## src/rtl/pipe_ctrl.sv

```systemverilog
// Pipeline control for the 5-stage RISC-V core: forwarding selects, load-use stall,
// multi-cycle branch flush and memory-handshake freeze. Counters enabled by PIPE_CTRL_PERF_EN.
module pipe_ctrl #(
  parameter int RF_ADDRESS  = 5,
  parameter int FWD_STAGES  = 2,
  parameter int FLUSH_DEPTH = 2,
  parameter int CNT_W       = 16,
  parameter int FSEL_W      = $clog2(FWD_STAGES + 1)
) (
  input  logic                             clk,
  input  logic                             reset,
  input  logic [RF_ADDRESS-1:0]            id_rs1,
  input  logic [RF_ADDRESS-1:0]            id_rs2,
  input  logic                             id_rs1_used,
  input  logic                             id_rs2_used,
  input  logic [RF_ADDRESS-1:0]            ex_rs1,
  input  logic [RF_ADDRESS-1:0]            ex_rs2,
  input  logic [RF_ADDRESS-1:0]            ex_rd,
  input  logic                             ex_memread,
  input  logic [FWD_STAGES*RF_ADDRESS-1:0] fwd_rd,
  input  logic [FWD_STAGES-1:0]            fwd_regwrite,
  input  logic                             br_taken,
  input  logic                             mem_req,
  input  logic                             mem_ready,
  output logic                             pc_en,
  output logic                             if_id_en,
  output logic                             if_id_flush,
  output logic                             id_ex_bubble,
  output logic                             ex_stall,
  output logic                             mem_wb_bubble,
  output logic [FSEL_W-1:0]                fwd_a_sel,
  output logic [FSEL_W-1:0]                fwd_b_sel,
  output logic [1:0]                       state,
  output logic [CNT_W-1:0]                 stall_cycles,
  output logic [CNT_W-1:0]                 flush_events
);

  localparam int FL_W = 4;

  typedef enum logic [1:0] {RUN = 2'd0, FLUSH = 2'd1, MEM_WAIT = 2'd2} state_t;

  state_t          state_q, state_d;
  logic [FL_W-1:0] flush_left, flush_left_d;
  logic            freeze, load_use;

  assign freeze   = mem_req && !mem_ready;
  assign load_use = ex_memread && (ex_rd != '0) &&
                    ((id_rs1_used && id_rs1 == ex_rd) || (id_rs2_used && id_rs2 == ex_rd));
  assign state    = state_q;

  // Scan from the oldest stage down so the youngest matching producer wins.
  always_comb begin
    fwd_a_sel = '0;
    fwd_b_sel = '0;
    if (reset) begin
      for (int k = FWD_STAGES - 1; k >= 0; k--) begin
        if (fwd_regwrite[k] && ex_rs1 != '0 && fwd_rd[k*RF_ADDRESS +: RF_ADDRESS] == ex_rs1)
          fwd_a_sel = FSEL_W'(k + 1);
        if (fwd_regwrite[k] && ex_rs2 != '0 && fwd_rd[k*RF_ADDRESS +: RF_ADDRESS] == ex_rs2)
          fwd_b_sel = FSEL_W'(k + 1);
      end
    end
  end

  always_comb begin
    pc_en         = 1'b0;
    if_id_en      = 1'b0;
    if_id_flush   = 1'b1;
    id_ex_bubble  = 1'b1;
    ex_stall      = 1'b0;
    mem_wb_bubble = 1'b0;
    state_d       = state_q;
    flush_left_d  = flush_left;
    if (reset) begin
      pc_en        = 1'b1;
      if_id_en     = 1'b1;
      if_id_flush  = 1'b0;
      id_ex_bubble = 1'b0;
      case (state_q)
        RUN: begin
          if (freeze) begin
            pc_en         = 1'b0;
            if_id_en      = 1'b0;
            ex_stall      = 1'b1;
            mem_wb_bubble = 1'b1;
            flush_left_d  = '0;
            state_d       = MEM_WAIT;
          end else if (br_taken) begin
            if_id_flush  = 1'b1;
            id_ex_bubble = 1'b1;
            flush_left_d = FL_W'(FLUSH_DEPTH - 1);
            state_d      = (FLUSH_DEPTH > 1) ? FLUSH : RUN;
          end else if (load_use) begin
            pc_en        = 1'b0;
            if_id_en     = 1'b0;
            id_ex_bubble = 1'b1;
          end
        end
        FLUSH: begin
          if (freeze) begin
            pc_en         = 1'b0;
            if_id_en      = 1'b0;
            ex_stall      = 1'b1;
            mem_wb_bubble = 1'b1;
            state_d       = MEM_WAIT;
          end else begin
            if_id_flush  = 1'b1;
            flush_left_d = flush_left - FL_W'(1);
            if (flush_left <= FL_W'(1)) begin
              flush_left_d = '0;
              state_d      = RUN;
            end
          end
        end
        MEM_WAIT: begin
          // The release cycle advances the pipe normally; a pending branch waits for RUN.
          if (!mem_ready) begin
            pc_en         = 1'b0;
            if_id_en      = 1'b0;
            ex_stall      = 1'b1;
            mem_wb_bubble = 1'b1;
          end else begin
            state_d = (flush_left != '0) ? FLUSH : RUN;
          end
        end
        default: state_d = RUN;
      endcase
    end
  end

  always_ff @(posedge clk or negedge reset) begin
    if (!reset) begin
      state_q    <= RUN;
      flush_left <= '0;
    end else begin
      state_q    <= state_d;
      flush_left <= flush_left_d;
    end
  end

`ifdef PIPE_CTRL_PERF_EN
  logic             br_acc;
  logic [CNT_W-1:0] stall_q, flush_q;

  function automatic logic [CNT_W-1:0] sat_inc(input logic [CNT_W-1:0] v);
    return (&v) ? v : v + CNT_W'(1);
  endfunction

  assign br_acc = (state_q == RUN) && !freeze && br_taken;

  always_ff @(posedge clk or negedge reset) begin
    if (!reset) begin
      stall_q <= '0;
      flush_q <= '0;
    end else begin
      if (!pc_en) stall_q <= sat_inc(stall_q);
      if (br_acc) flush_q <= sat_inc(flush_q);
    end
  end

  assign stall_cycles = stall_q;
  assign flush_events = flush_q;
`else
  assign stall_cycles = '0;
  assign flush_events = '0;
`endif

endmodule

```

## config.mk

```make
export PLATFORM = sky130hd
export DESIGN_NAME = pipe_ctrl
export DESIGN_NICKNAME = d
export VERILOG_FILES = /design/src/rtl/pipe_ctrl.sv
export SDC_FILE = /design/constraint.sdc
export NUM_CORES = 1
export LEC_CHECK = 0
export ABC_AREA = 1
export ABC_CLOCK_PERIOD_IN_PS = 2100
export CELL_PAD_IN_SITES_DETAIL_PLACEMENT = 0
export CELL_PAD_IN_SITES_GLOBAL_PLACEMENT = 1
export CORE_MARGIN = 3
export CORE_UTILIZATION = 24
export CTS_CLUSTER_SIZE = 40
export DETAILED_ROUTE_END_ITERATION = 10
export GPL_TIMING_DRIVEN = 1
export HOLD_SLACK_MARGIN = 0.03
export PLACE_DENSITY_LB_ADDON = 0.05
export SLEW_MARGIN = 20
export SYNTH_ARGS = -nofsm -noshare
export SYNTH_HDL_FRONTEND = slang
export SYNTH_SLANG_ARGS = --single-unit
```

## constraint.sdc

```tcl
create_clock -name clk -period 2.1 [get_ports clk]
set_input_delay 0.21 -clock clk [delete_from_list [all_inputs] [get_ports clk]]
set_output_delay 0.21 -clock clk [all_outputs]
set_load 0.03 [all_outputs]
```

== Word-level counts from Yosys, hierarchy flattened ==
Cells that the tools add are included.

* Register bits after elaboration: 6
* Bits in latches: 0
* Memory bits (writable): 0
* ROM bits: 0
* Bits of input ports: 45
* Output and inout bits: 44
* Memories: 0

* Add/subtract/negate cells: 1
* Multiply operators: 0
* Divide/modulo/power cells: 0
* $lt $le $gt $ge: 1
* Equal/unequal tests: 12
* Shift operators: 0
* Mux-type cells: 38
* Bitwise operators: 0
* Reductions and logical operators: 24

{| class="wikitable"
|+ Operators by type and width
! kind !! count
|-
| 5-bit == test || 6
|-
| 2-bit 2-to-1 mux || 11
|-
| 1-bit 2-to-1 mux || 18
|-
| 4-bit 2-to-1 mux || 4
|-
| 5-bit nonzero test || 3
|-
| 1-bit logical AND || 13
|-
| 4-bit case mux with 2 select lines || 1
|-
| 4-bit AND reduction || 2
|-
| 3-bit != test, second input constant || 2
|-
| 2-bit case mux with 3 select lines || 1
|-
| 4-bit by 1-bit less-or-equal comparator with 1-bit output, second input constant || 1
|-
| 2-bit != test, second input constant || 2
|-
| 1-bit case mux with 2 select lines || 2
|-
| 4-bit nonzero test || 1
|-
| 4-bit by 1-bit subtractor with 4-bit output, second input constant || 1
|-
| 1-bit case mux with 3 select lines || 1
|-
| 2-bit by 1-bit == test with 1-bit output, second input constant || 1
|-
| 2-bit == test, second input constant || 1
|-
| 2-bit zero test || 1
|-
| 2-bit nonzero test || 1
|-
| 2-bit OR reduction || 1
|-
| 1-bit zero test || 1
|-
| 1-bit logical OR || 1
|}

== Depth between registers and ports, before layout ==
Gate-level depths: netlist of the first run.

* Depth after elaboration: 9
* Mapped depth: 10
* Mapped depth without buffers: 10

== Worst setup path before layout of the first run ==
OpenSTA, ideal clock, no wires.

* Path kind: reg-to-output
* Start: reg state_q[1] (netlist: state[1])
* End: out pc_en
* Data arrival time: 1872 ps
* Path slack: 18 ps
* Cell stages (with the launch flop): 9
* Path through: dfrtp_1 > nor2_1 > nand2_2 > inv_1 > nand2_1 > o21ai_0 > inv_1 > a21oi_1 > buf_4

* Word-level cells in the longest chain between the ends: 3
* Elaborated cells on any way between the ends: 5
* Classes of those cells: eq/ne (2); mux (2); reduce/logical (1)

{| class="wikitable"
|+ Ends and longest elaborated chain
! item !! RTL line !! source
|-
| start, declared || 42 || <nowiki>state_t state_q, state_d;</nowiki>
|-
| start signal, assigned || 136 || <nowiki>state_q <= state_d;</nowiki>
|-
| 2-bit == test (tied with other cells) || -- ||
|-
| 1-bit case mux with 3 select lines * || -- ||
|-
| 1-bit 2-to-1 mux * || -- ||
|-
| end, declared || 25 || <nowiki>output logic pc_en,</nowiki>
|}

Every way passes the cells marked *; elsewhere a longest branch is shown, timed or not.

== Final worst setup path of the first run ==
* Start: reg state_q[1] (netlist: state[1])
* End: out if_id_en

* Word-level cells in the longest chain between the ends: 3
* Elaborated cells on any way between the ends: 5
* Classes of those cells: eq/ne (2); mux (2); reduce/logical (1)

{| class="wikitable"
|+ Ends and longest elaborated chain
! item !! RTL line !! source
|-
| 2-bit == test (tied with other cells) || 79 || <nowiki>case (state_q)</nowiki>
|-
| 1-bit case mux with 3 select lines * || 79 ||
|-
| 1-bit 2-to-1 mux * || 74 || <nowiki>if (reset) begin</nowiki>
|-
| end, declared || 26 || <nowiki>output logic if_id_en,</nowiki>
|}

Marks and branches as above.

==> results by group, run 1 <==
Clock tree
  • CTS clk-pin slew, worst paths: 0.04 ns
  • # hold bufs at CTS: 0
  • Root Driver: clkbuf_8
  • CTS tree: built
  • Num CTS Buffers: 3
  • CTS Buffer Depth: 2
  • Resized cells post-CTS: 0
  • Post-CTS Setup Inserts: 0
  • Clk Latency, worst-skew pair: 0.22 ns
  • Clock sink count: 6
  • H-tree levels: 1

Critical path
  • Crit path from: state[1]$_DFFE_PN0P_
  • Data required, critical path: 1.89 ns
  • CP endpoint kind: output port
  • Worst path cell trace: nor2_1 -> nand2_2 -> inv_1 -> nand2_1 -> o21ai_0 -> inv_1 -> a21oi_1 -> buf_4
  • Crit path to: if_id_en
  • Worst R2R End: state[1]$_DFFE_PN0P_
  • Startpoint Class: register
  • Crit Path Max Fanout: 7
  • Slowest cell on crit path: dfrtp_1
  • Reg2Reg Setup Slack: 0.47 ns
  • Worst path bufs/invs: 3
  • Crit path max-delay family: flip-flops
  • R2r startpoint: flush_left[0]$_DFFE_PN0P_
  • WP data arrival: 1.66 ns
  • FF-to-FF path depth: 8
  • Most used cell along the critical path: inv_1
  • Levels on crit path: 8
  • Crit Path Class: register to output port
  • Critical Path Max Stage Delay: 0.47 ns

Yosys
  • Share of the synthesized area in the top cell type: 0.1996
  • Ys flop type: dfrtp_1
  • Commonest cells in the netlist: 52 x nand2_1, 42 x inv_1, 34 x buf_4
  • Most common cell in the netlist: nand2_1
  • Mapped Cells: 223
  • Syn avg cell area: 5.734 um^2
  • Synth top area cells: buf_4 20%, nand2_1 15%, inv_1 12%, dfrtp_1 12%, nor2_1 7.3%
  • Register bit count reported by yosys: 6
  • Synth warn: 0
  • Number of flops mapped to enable cells by yosys: 0
  • Register area share after synthesis: 0.1174
  • Syn Std Cell Area: 0.001279 mm^2
  • Synth cell types: 24
  • Area leader, netlist: buf_4
  • FFs w/ async S/R, synth: 1.000

Global routing
  • Initial antenna violation count: 0
  • Gr ovfl total: 0
  • Gr busiest metal: met2
  • Pin count of the biggest net entering global routing: 10
  • Met1 usage in global routing: 0.1497
  • Met2 global-route usage: 0.1742
  • First-pass GRT wire length: 5.561 mm
  • GRT met3 Usage: 0.02268
  • All-Layer GR Usage: 0.1083
  • Vias in the first global route: 1238

STA
  • F_max: 535.1 MHz
  • PnR worst setup slack: 0.2313 ns
  • RSZ-0062 raised after global routing: false
  • Skew final: 0.002169 ns
  • Post-route clock period utilization: 0.8899
  • Slew Limit Fails: 0
  • Final TNS setup: 0 ns
  • Setup violators final: 0
  • Hold violation count in the final report: 0
  • Min cycle time layout: 1.869 ns

Detailed routing
  • First-pass iteration count of the detailed router: 4
  • Final wirelength: 3.524 mm
  • Via count: 1382
  • Avg WL per Cell: 10.16 um
  • Residual DRC count: 0
  • Vias per cell: 3.983
  • ANT nets after route: 0
  • Initial DRC Count: 60

Power and ir drop
  • Static Leak: 0.9599 nW
  • Cell Pwr Density: 696.3 mW/mm^2
  • Peak VDD IR: 0.0002427 V
  • Pwr Total: 1.259 mW

Floorplan
  • Core area: 0.004942 mm^2
  • Site Rows: 25
  • Die X: 79.00 um
  • Initial Util: 0.2587
  • Die footprint: 0.006240 mm^2
  • Num ports: 89
  • Die Height: 79.00 um

Finish
  • Syn-to-layout area delta: 41.39%
  • Nets: 330
  • Register Area: 150.1 um^2
  • Diode count: 0
  • Layout cell share with drive strength beyond 1: 0.06786
  • Filler cells: 584
  • Area of the multi-input gates: 832.0 um^2

Placed design
  • Hpwl dp: 3.135 mm
  • Final RePlAce weighted congestion: 0.8533
  • Buffers on Ports: 56
  • Worst slack, placed: 0.2307 ns

Flow run
  • Max-cap violation count: 0

Run status
  • Status: complete, no violations

Hold path
  • HP Class: input pin to async pin
## layout make-up
| cell class | instances | area share |
|---|---|---|
| Inverter | 42 | 0.08720 |
| Tap cell | 67 | 0.04637 |
| Timing Repair Buffer | 57 | 0.3003 |
| Clock buffer | 3 | 0.02284 |
| Sequential cell | 6 | 0.08305 |
| Multi-Input combinational cell | 172 | 0.4602 |
## metrics by stage
stage / area, um^2 / utilization / hold WS (ns) / std cells
final: 1808 / 0.3658 / 0.3443 / 347
after global routing: 1808 / 0.3658 / 0.3617 / 347
after CTS: 1808 / 0.3658 / 0.3498 / 347
after detailed placement: 1767 / 0.3575 / 0.5792 / 344
after global placement: 1767 / 0.3575 / 0.5748 / 344
after floorplan: 1395 / - / -0.08559 / 254
## worst min-delay path by stage
stage	cells past startpoint	from	slack [ns]	to
floorplan	0	reset	-0.09	flush_left[0]$_DFFE_PN0P_
global placement	2	flush_left[3]$_DFFE_PN0P_	0.57	flush_left[3]$_DFFE_PN0P_
detailed placement	2	reset	0.58	flush_left[2]$_DFFE_PN0P_
CTS	2	reset	0.35	flush_left[2]$_DFFE_PN0P_
global route	2	reset	0.36	flush_left[2]$_DFFE_PN0P_
finish	2	reset	0.34	flush_left[0]$_DFFE_PN0P_
## placed cells by master, fill, tap and decap left out, drive strengths merged, types with 4 or more instances in the layout
cell / netlist / final
nor2: 26 / 26
buf: 34 / 11
xnor2: 6 / 6
o22ai: 4 / 4
inv: 42 / 42
o21ai: 11 / 11
nand2: 54 / 54
dfrtp: 6 / 6
conb: 1 / 32
nor3: 5 / 5
a21oi: 6 / 6
nand4: 5 / 5
clkdlybuf4s50: 0 / 46
xor2: 4 / 4
nand3: 9 / 9
## flip-flops by register name, summed over array words and instances, names as in the netlist
register / flops
flush_left: 4
state: 2
## where the power goes
part | internal (mW) | total (mW) | switching (mW) | leakage, nW
clock | 0.123 | 0.176 | 0.0529 | 0.0216
sequential | 0.167 | 0.229 | 0.0617 | 0.0779
combinational | 0.320 | 0.854 | 0.534 | 0.860
total | 0.611 | 1.26 | 0.648 | 0.960
## metal layers
metal / share of wire / vias up
li1: - / 748
met1: 0.47 / 579
met2: 0.45 / 53
met3: 0.071 / 2
met4: 0.0043 / 0
met5: 0 / -
## cell families after synthesis
| family | Yosys count | synth area share |
|---|---|---|
| AOI/OAI and AO/OA | 26 | 0.1194 |
| DFF | 6 | 0.1174 |
| and+or+nand+nor | 101 | 0.3395 |
| buffers and inverters | 76 | 0.3229 |
| adders and majority gates | 3 | 0.02936 |
| other | 1 | 0.002933 |
| xor gates and xnor gates | 10 | 0.06849 |
Note: power is estimated with default switching activity, not from simulation.
==> run 2, diff against run 1 <==
Settings changed: CTS_CLUSTER_DIAMETER from default to 100.
==> results of run 2 <==
No change in the layout: final DEF, timing and power equal those of run 1.
